[config.mk]
export PLATFORM = sky130hd
export DESIGN_NAME = pingpong_bank_scheduler
export DESIGN_NICKNAME = d
export VERILOG_FILES = /design/src/rtl/pingpong_bank_scheduler.sv
export SDC_FILE = /design/constraint.sdc
export NUM_CORES = 1
export LEC_CHECK = 0
export ABC_AREA = 1
export BUFFER_PORTS_ARGS = -buffer_cell sky130_fd_sc_hd__buf_2
export CAP_MARGIN = 20
export CORE_MARGIN = 1.5
export CORE_UTILIZATION = 42
export DETAILED_ROUTE_END_ITERATION = 16
export GPL_TIMING_DRIVEN = 0
export PLACE_DENSITY = 0.89
export SETUP_SLACK_MARGIN = 0.2
export SKIP_CTS_REPAIR_TIMING = 1
export SLEW_MARGIN = 20
export SYNTH_ARGS = -nofsm -noshare
export SYNTH_HDL_FRONTEND = slang
export SYNTH_SLANG_ARGS = --single-unit
export TNS_END_PERCENT = 100
[constraint.sdc]
create_clock -name clk -period 1.7 [get_ports clk]
set_input_delay 0.085 -clock clk [delete_from_list [all_inputs] [get_ports clk]]
set_output_delay 0.085 -clock clk [all_outputs]
set_load 0.01 [all_outputs]
[src/rtl/pingpong_bank_scheduler.sv]
// Ping-pong scheduler for two external RAM banks: the producer fills one bank
// while the consumer drains the other, and the banks swap once both sides finish.
`timescale 1ns/1ps

module pingpong_bank_scheduler #(
  parameter int DATA_W = 8,
  parameter int ADDR_W = 5,
  parameter int DEPTH  = 32
) (
  input  logic              clk,
  input  logic              resetn,
  // Handshakes: a word moves on any cycle where valid & ready are both high.
  // The producer must hold wr_valid/wr_data until wr_ready; rd_req is a plain
  // request with no ready, and a refused request is dropped, not queued.
  input  logic              wr_valid,
  input  logic [DATA_W-1:0] wr_data,
  output logic              wr_ready,
  input  logic              rd_req,
  output logic              rd_valid,
  output logic [DATA_W-1:0] rd_data,
  output logic              rd_last,
  output logic              wr_bank,
  output logic              swap_pulse,
  output logic              ram0_we,
  output logic              ram1_we,
  output logic [ADDR_W-1:0] ram0_waddr,
  output logic [ADDR_W-1:0] ram1_waddr,
  output logic [DATA_W-1:0] ram0_wdata,
  output logic [DATA_W-1:0] ram1_wdata,
  output logic              ram0_re,
  output logic              ram1_re,
  output logic [ADDR_W-1:0] ram0_raddr,
  output logic [ADDR_W-1:0] ram1_raddr,
  input  logic [DATA_W-1:0] ram0_rdata,
  input  logic [DATA_W-1:0] ram1_rdata,
  output logic [1:0]        dbg_wr_state
);

  typedef enum logic [1:0] {
    FILL = 2'd0,
    HOLD = 2'd1,
    SWAP = 2'd2
  } wr_state_t;

  localparam logic [ADDR_W-1:0] LAST_ADDR = ADDR_W'(DEPTH - 1);
  localparam logic [ADDR_W-1:0] ADDR_ONE  = ADDR_W'(1);

  wr_state_t         wr_state;
  wr_state_t         wr_state_nxt;
  logic              wr_bank_q;
  logic [ADDR_W-1:0] wptr;
  logic [ADDR_W-1:0] rptr;
  logic [1:0]        full;
  logic              rd_pending;
  logic              rd_bank_q;
  logic              rd_last_q;

  logic              wr_accept;
  logic              wr_last;
  logic              rd_bank;
  logic              rd_issue;
  logic              rd_final;

  assign rd_bank   = ~wr_bank_q;
  assign wr_accept = wr_valid & wr_ready;
  assign wr_last   = wr_accept & (wptr == LAST_ADDR);
  // Reads are held off in SWAP so the bank roles never change under an issue.
  assign rd_issue  = resetn & rd_req & full[rd_bank] & (wr_state != SWAP);
  assign rd_final  = rd_issue & (rptr == LAST_ADDR);

  // Writer FSM: outputs gated by resetn so everything reads 0 while in reset.
  always_comb begin
    wr_state_nxt = wr_state;
    wr_ready     = 1'b0;
    swap_pulse   = 1'b0;
    case (wr_state)
      FILL: begin
        wr_ready = resetn;
        if (wr_last) wr_state_nxt = HOLD;
      end
      HOLD: begin
        if (!full[rd_bank] && !rd_pending) wr_state_nxt = SWAP;
      end
      SWAP: begin
        swap_pulse   = resetn;
        wr_state_nxt = FILL;
      end
      default: wr_state_nxt = FILL;
    endcase
  end

  always_ff @(posedge clk) begin
    if (!resetn) begin
      wr_state   <= FILL;
      wr_bank_q  <= 1'b0;
      wptr       <= '0;
      rptr       <= '0;
      full       <= 2'b00;
      rd_pending <= 1'b0;
      rd_bank_q  <= 1'b0;
      rd_last_q  <= 1'b0;
    end else begin
      wr_state   <= wr_state_nxt;
      rd_pending <= rd_issue;
      rd_last_q  <= rd_final;

      if (wr_accept) begin
        wptr <= wr_last ? '0 : wptr + ADDR_ONE;
      end
      if (wr_last) begin
        full[wr_bank_q] <= 1'b1;
      end

      if (rd_issue) begin
        rptr      <= rd_final ? '0 : rptr + ADDR_ONE;
        rd_bank_q <= rd_bank;
      end
      // The read and write banks always differ, so these two never hit the same bit.
      if (rd_final) begin
        full[rd_bank] <= 1'b0;
      end

      if (wr_state == SWAP) begin
        wr_bank_q <= ~wr_bank_q;
        rptr      <= '0;
      end
    end
  end

  assign wr_bank      = wr_bank_q;
  assign dbg_wr_state = wr_state;

  assign rd_valid = rd_pending;
  assign rd_last  = rd_pending & rd_last_q;
  assign rd_data  = rd_pending ? (rd_bank_q ? ram1_rdata : ram0_rdata) : '0;

  // Idle bank ports are parked at zero.
  assign ram0_we    = wr_accept & ~wr_bank_q;
  assign ram1_we    = wr_accept &  wr_bank_q;
  assign ram0_waddr = ram0_we ? wptr : '0;
  assign ram1_waddr = ram1_we ? wptr : '0;
  assign ram0_wdata = ram0_we ? wr_data : '0;
  assign ram1_wdata = ram1_we ? wr_data : '0;

  assign ram0_re    = rd_issue & ~rd_bank;
  assign ram1_re    = rd_issue &  rd_bank;
  assign ram0_raddr = ram0_re ? rptr : '0;
  assign ram1_raddr = ram1_re ? rptr : '0;

endmodule
Word-level counts from Yosys, hierarchy flattened:

Index checks and enable logic that the tools add are counted.

* word-level logic and storage cells: 69
* output and inout port bits: 55
* register bits: 18

* equality and inequality tests: 7
* reduce and logical (&&, ||, !) cells: 8
* bitwise gates (word level): 16
* order comparisons: 4
* muxes and demuxes: 24
* add/subtract/negate cells: 2

Operator list (count)
* 2-to-1 mux 8 bit: 4
* 2-to-1 mux 5 bit: 6
* AND 1 bit: 11
* adder 5 x 1 -> 5 bit (second input constant): 2
* equality test 5 bit (second input constant): 2
* 2-to-1 mux 2 bit: 5
* 2-to-1 mux 1 bit: 6
* != test 2 bit (second input constant): 3
* less-than comparator 1 x 2 -> 1 bit (second input constant): 2
* case mux 2 bit (2 select lines): 1
* logical AND 1 bit: 3
* AND 2 bit: 1
* demux 1 bit (select 1 bit): 2
* equality test 2 x 1 -> 1 bit (second input constant): 1
* equality test 2 bit (second input constant): 1
* greater-or-equal comparator 1 bit (second input constant): 2
* zero test 1 bit: 2
* zero test 2 bit: 1
* inverter 1 bit: 2
* inverter 2 bit: 1
* OR 2 bit: 1
* AND reduction 2 bit: 1
* OR reduction 2 bit: 1

Longest topological paths before layout:

* depth after elaboration: 9
* depth in mapped cells: 9
* mapped depth without buffers: 9

Worst setup path after synthesis:

Ideal clock, no wire load.

* path type: flip-flop to flip-flop
* from: register wptr[0]
* to: register wptr[0]
* path buffers: 0
* cell stages (with the launch flop): 10
* setup slack: 0.357 ns
* data required time: 1.585 ns
* arrival: 1.227 ns
* setup time: 0.115 ns
* cells stage by stage: dfxtp_1 -> ha_1 -> inv_1 -> nor3_1 -> ha_1 -> inv_1 -> nor2_1 -> nor2_1 -> o21ai_0 -> inv_1

* longest elaborated chain between the ends: 3

RTL lines
* from (decl): RTL line 51 `logic [ADDR_W-1:0] wptr;`
* from (signal assigned): RTL line 108 `wptr <= wr_last ? '0 : wptr + ADDR_ONE;`
* parallel branches: the longest is 2 deep, another holds adder 5 x 1 -> 5 bit
* 2-to-1 mux 5 bit (*): RTL line 108

Every way passes the cells marked *.
A chain may end at the register's enable or synchronous reset.

Worst setup path after layout:

* from: register wr_bank_q (netlist: wr_bank)
* to: output port ram1_raddr[2]

* longest elaborated chain between the ends: 6

RTL lines
* from (decl): RTL line 50 `logic wr_bank_q;`
* from (signal assigned): RTL line 124 `wr_bank_q <= ~wr_bank_q;`
* 2-to-1 mux 1 bit (implied by the code) (2 in series): RTL line 68 `assign rd_issue = resetn & rd_req & full[rd_bank] & (wr_state != SWAP);`
* AND 1 bit (2 in series): RTL line 68
* AND 1 bit (*): RTL line 146 `assign ram1_re = rd_issue & rd_bank;`
* 2-to-1 mux 5 bit (*): RTL line 148 `assign ram1_raddr = ram1_re ? rptr : '0;`
* to (decl): RTL line 33 `output logic [ADDR_W-1:0] ram1_raddr,`

Every way passes the cells marked *; elsewhere a longest branch is shown, timed or not. The select of a mux whose other input is x is not followed.

==> summary.md <==
| Metric | Value |
|---|---|
| Reg2reg setup slack | `0.25 ns` |
| Core area | `about 0.0028 mm^2` |
| Synthesis-stage register bit count | `18` |
| Die Ht | `58.0 um` |
| F_max | `0.601 GHz` |
| Worst setup SP type | `flip-flop` |
| Share of total power in the clock network | `33.4%` |
| Gate count of the mapped netlist | `213` |
| Share of the synthesized area in the top cell type | `between 20% and 30%` |
| Slew of the pin with the lowest slew margin | `0.308 ns` |
| Global placement routability congestion | `0.844` |
| Largest cells by area after synthesis | `dfxtp_1 28%, nor2_1 22%, inv_1 11%` |
| Iter 0 DRT Violations | `99` |
| Total grt overflow | `0` |
| WP data required | `1.62 ns` |
| Fin cells | `340` |
| Share of cells above drive strength 1 | `44.3%` |
| Initial core utilization | `between 40% and 50%` |
| Mapped cell area | `around 0.0013 mm^2` |
| Syn Area/Cell | `5.97 um^2` |
| Slowest CP cell | `dfxtp_2` |
| Total GRT Usage | `18.0%` |
| Worst Hold Launch | `resetn` |
| Static Leak | `1.15 nW` |
| Relative slew slack | `79.4%` |
| Worst r2r src | `wptr[0]` |
| Cell Int Power | `roughly 0.00060 W` |
| Yosys warns | `0` |
| Worst Path Max Fanout | `6` |
| Max VDD drop | `0.445 mV` |
| Dpl hpwl | `2520 um` |
| Final Hold Fails | `0` |
| Clk slew on worst S/H paths | `0.11 ns` |
| Die extent in x | `58.0 um` |
| Placed cells | `326` |
| Final setup vio count | `0` |
| DR vias/cell | `approximately 4.7` |
| Status | `complete, no violations` |
| Min cycle time layout | `1.66 ns` |
| Most common cell in the netlist | `nor2_1` |
| Synthesis-to-finish area growth | `50.6%` |
| Power share of the combinational group | `13.0%` |
| Max incr delay on CP | `between 0.3 and 0.4 ns` |
| Switching share of total power | `about 25%` |
| Antenna-violating nets left | `0` |
| Sequential fraction of the synthesis area | `28.3%` |
| Switching power | `0.000197 W` |
| Global-route wire length before repair | `a little under 5000 um` |
| Clock Sinks | `18` |
| RSZ-0062 raised after global routing | `yes` |
| Initial antenna violation count | `0` |
| Root Driver | `clkbuf_4` |
| Hold Path Class | `in2reg` |
| Vias in the first global route | `roughly 1200` |
| Max_cap viols | `0` |
| CP most frequent cell | `nand2_4` |
| Final Skew | `0.00777 ns` |
| Clock Latency Late Sink | `~0.30 ns` |
| CTS tree | `built` |
| DRC errors left | `0` |
| Via count | `between 1500 and 2000` |
| Port bufs | `82` |
| Worst-case clock buffer depth | `2` |
| Delay-heaviest family, CP | `simple AND/OR/NAND/NOR gates` |
| Tot Pwr | `0.000798 W` |
| TritonRoute pass-1 iters | `6` |
| H-tree depth | `1` |
| Worst-path cell chain | `buf_6 > inv_8 > nand2_4 > nand2_4 > nor3_4 > nand2_2 > nor2_1 > buf_2` |
| Synth cell count leaders | `74 x nor2_1, 37 x inv_1, 28 x nand2_1` |
| Post-synthesis net count | `245` |
| Final wirelength | `3580 um` |
| Buffers & Inverters on Critical Path | `3` |
| Largest net degree at the start of global routing | `11` |
| Slew Limit Fails | `0` |
| Post-synth ARST share | `0%` |
| CP startpoint | `wr_bank` |
| TritonCTS Buffers | `3` |
| Post-synth EDFFs | `0` |
| Nets | `342` |
| PwrDens | `417 mW/mm^2` |
| Routed len/inst | `~11 um` |
| Synth area leader | `dfxtp_1` |
| Sequential cell fraction of total power | `53.6%` |
| # diodes | `0` |
| Final period utilization | `97.9%` |
| I/O Pins | `slightly above 80` |
| Yosys cell types | `22` |
| Crit path DAT | `roughly 1.6 ns` |
| Top FF cell, synth | `dfxtp_1` |
| Site Rows | `19` |
| Die Footprint | `0.00337 mm^2` |
| Crit Path Category | `reg2out` |
| CP endpoint kind | `output port` |
stage by stage:
stage	setup slack (ns)	utilization (%)	setup TNS [ns]	hold WS (ns)	area, um^2
detailed placement	0.170	61.4	0	0.384	1720
finish	0.0359	68.3	0	0.0499	1920
global placement	0.206	61.4	0	0.381	1720
CTS	-0.00874	62.7	-0.00995	0.0554	1760
global route	-0.0739	68.3	-0.520	0.0545	1920
floorplan	0.357	-	0	0.210	1270
kinds of logic (layout without fill, tap and decap cells):
logic type | after synthesis | count (layout) | synth area share [%]
DFF | 18 | 18 | 28.3
AOI/OAI and AO/OA | 20 | 20 | 8.16
buffers and inverters | 46 | 142 | 16.5
adders and majority gates | 4 | 4 | 3.93
and+or+nand+nor | 125 | 125 | 43.1
layout make-up:
type                       count  area, um^2
fill                         232         888
multi-input combinational    149         761
timing repair buffer          92         495
sequential                    18         370
inverter                      41         165
buffer                         5        50.0
tap                           31        38.8
clock buffer                   4        36.3
registers in the layout (all words and copies together), names as in the netlist:
name and flops:
rptr 5, rd_valid 1, rd_last_q 1, wr_bank 1
rd_bank_q 1, wptr 5, dbg_wr_state 2, full 2
worst reg2reg max path, cell delays in order, from the launching register on:
cell and delay, ns:
dfxtp_4 0.38, ha_1 0.16, inv_1 0.05, nor3_1 0.15
ha_1 0.17, inv_1 0.07, nor2_2 0.15, nor2_2 0.07
o21ai_0 0.10, inv_1 0.05
path summary, 6_finish.rpt:
path / endpoint / depth (start not counted)
max: ram1_raddr[2] / 8
min: rd_bank_q / 3
max reg2reg: wptr[0] / 9
min reg2reg: wptr[3] / 2
layer usage:
layer / global-route usage, % / vias up / wire [um]
met2: 29.5 / 60 / 1710
li1: - / 841 / -
met3: 2.90 / 7 / 216
met5: 0 / - / 0
met4: 5.98 / 0 / 50
met1: 24.2 / 680 / 1610
layout by cell type (no fill, tap or decap), types with 2 or more instances in the layout:
master | synthesis | routed
buf_2 | 0 | 81
nor2_1 | 74 | 67
inv_1 | 37 | 34
nand2_1 | 28 | 23
o21ai_0 | 14 | 14
dfxtp_1 | 18 | 12
nor2_2 | 2 | 9
buf_4 | 0 | 9
nand3_1 | 7 | 7
buf_6 | 4 | 6
inv_2 | 2 | 5
nand2_2 | 4 | 5
dfxtp_2 | 0 | 5
nand2_4 | 0 | 4
a21oi_1 | 4 | 4
ha_1 | 4 | 4
nand4_1 | 3 | 3
clkbuf_4 | 0 | 3
nor2_4 | 2 | 2
nor3_1 | 2 | 2
power groups by stage:
stage | clock, W | sequential [W] | combinational [W]
2_1_floorplan | 0 | 0.000437 | 0.0000510
3_3_place_gp | 0 | 0.000438 | 0.0000972
3_5_place_dp | 0 | 0.000438 | 0.0000997
4_1_cts | 0.000268 | 0.000428 | 0.000101
5_1_grt | 0.000287 | 0.000429 | 0.000115
6_report | 0.000267 | 0.000428 | 0.000104
No activity file was read; power rests on OpenSTA's default activity.
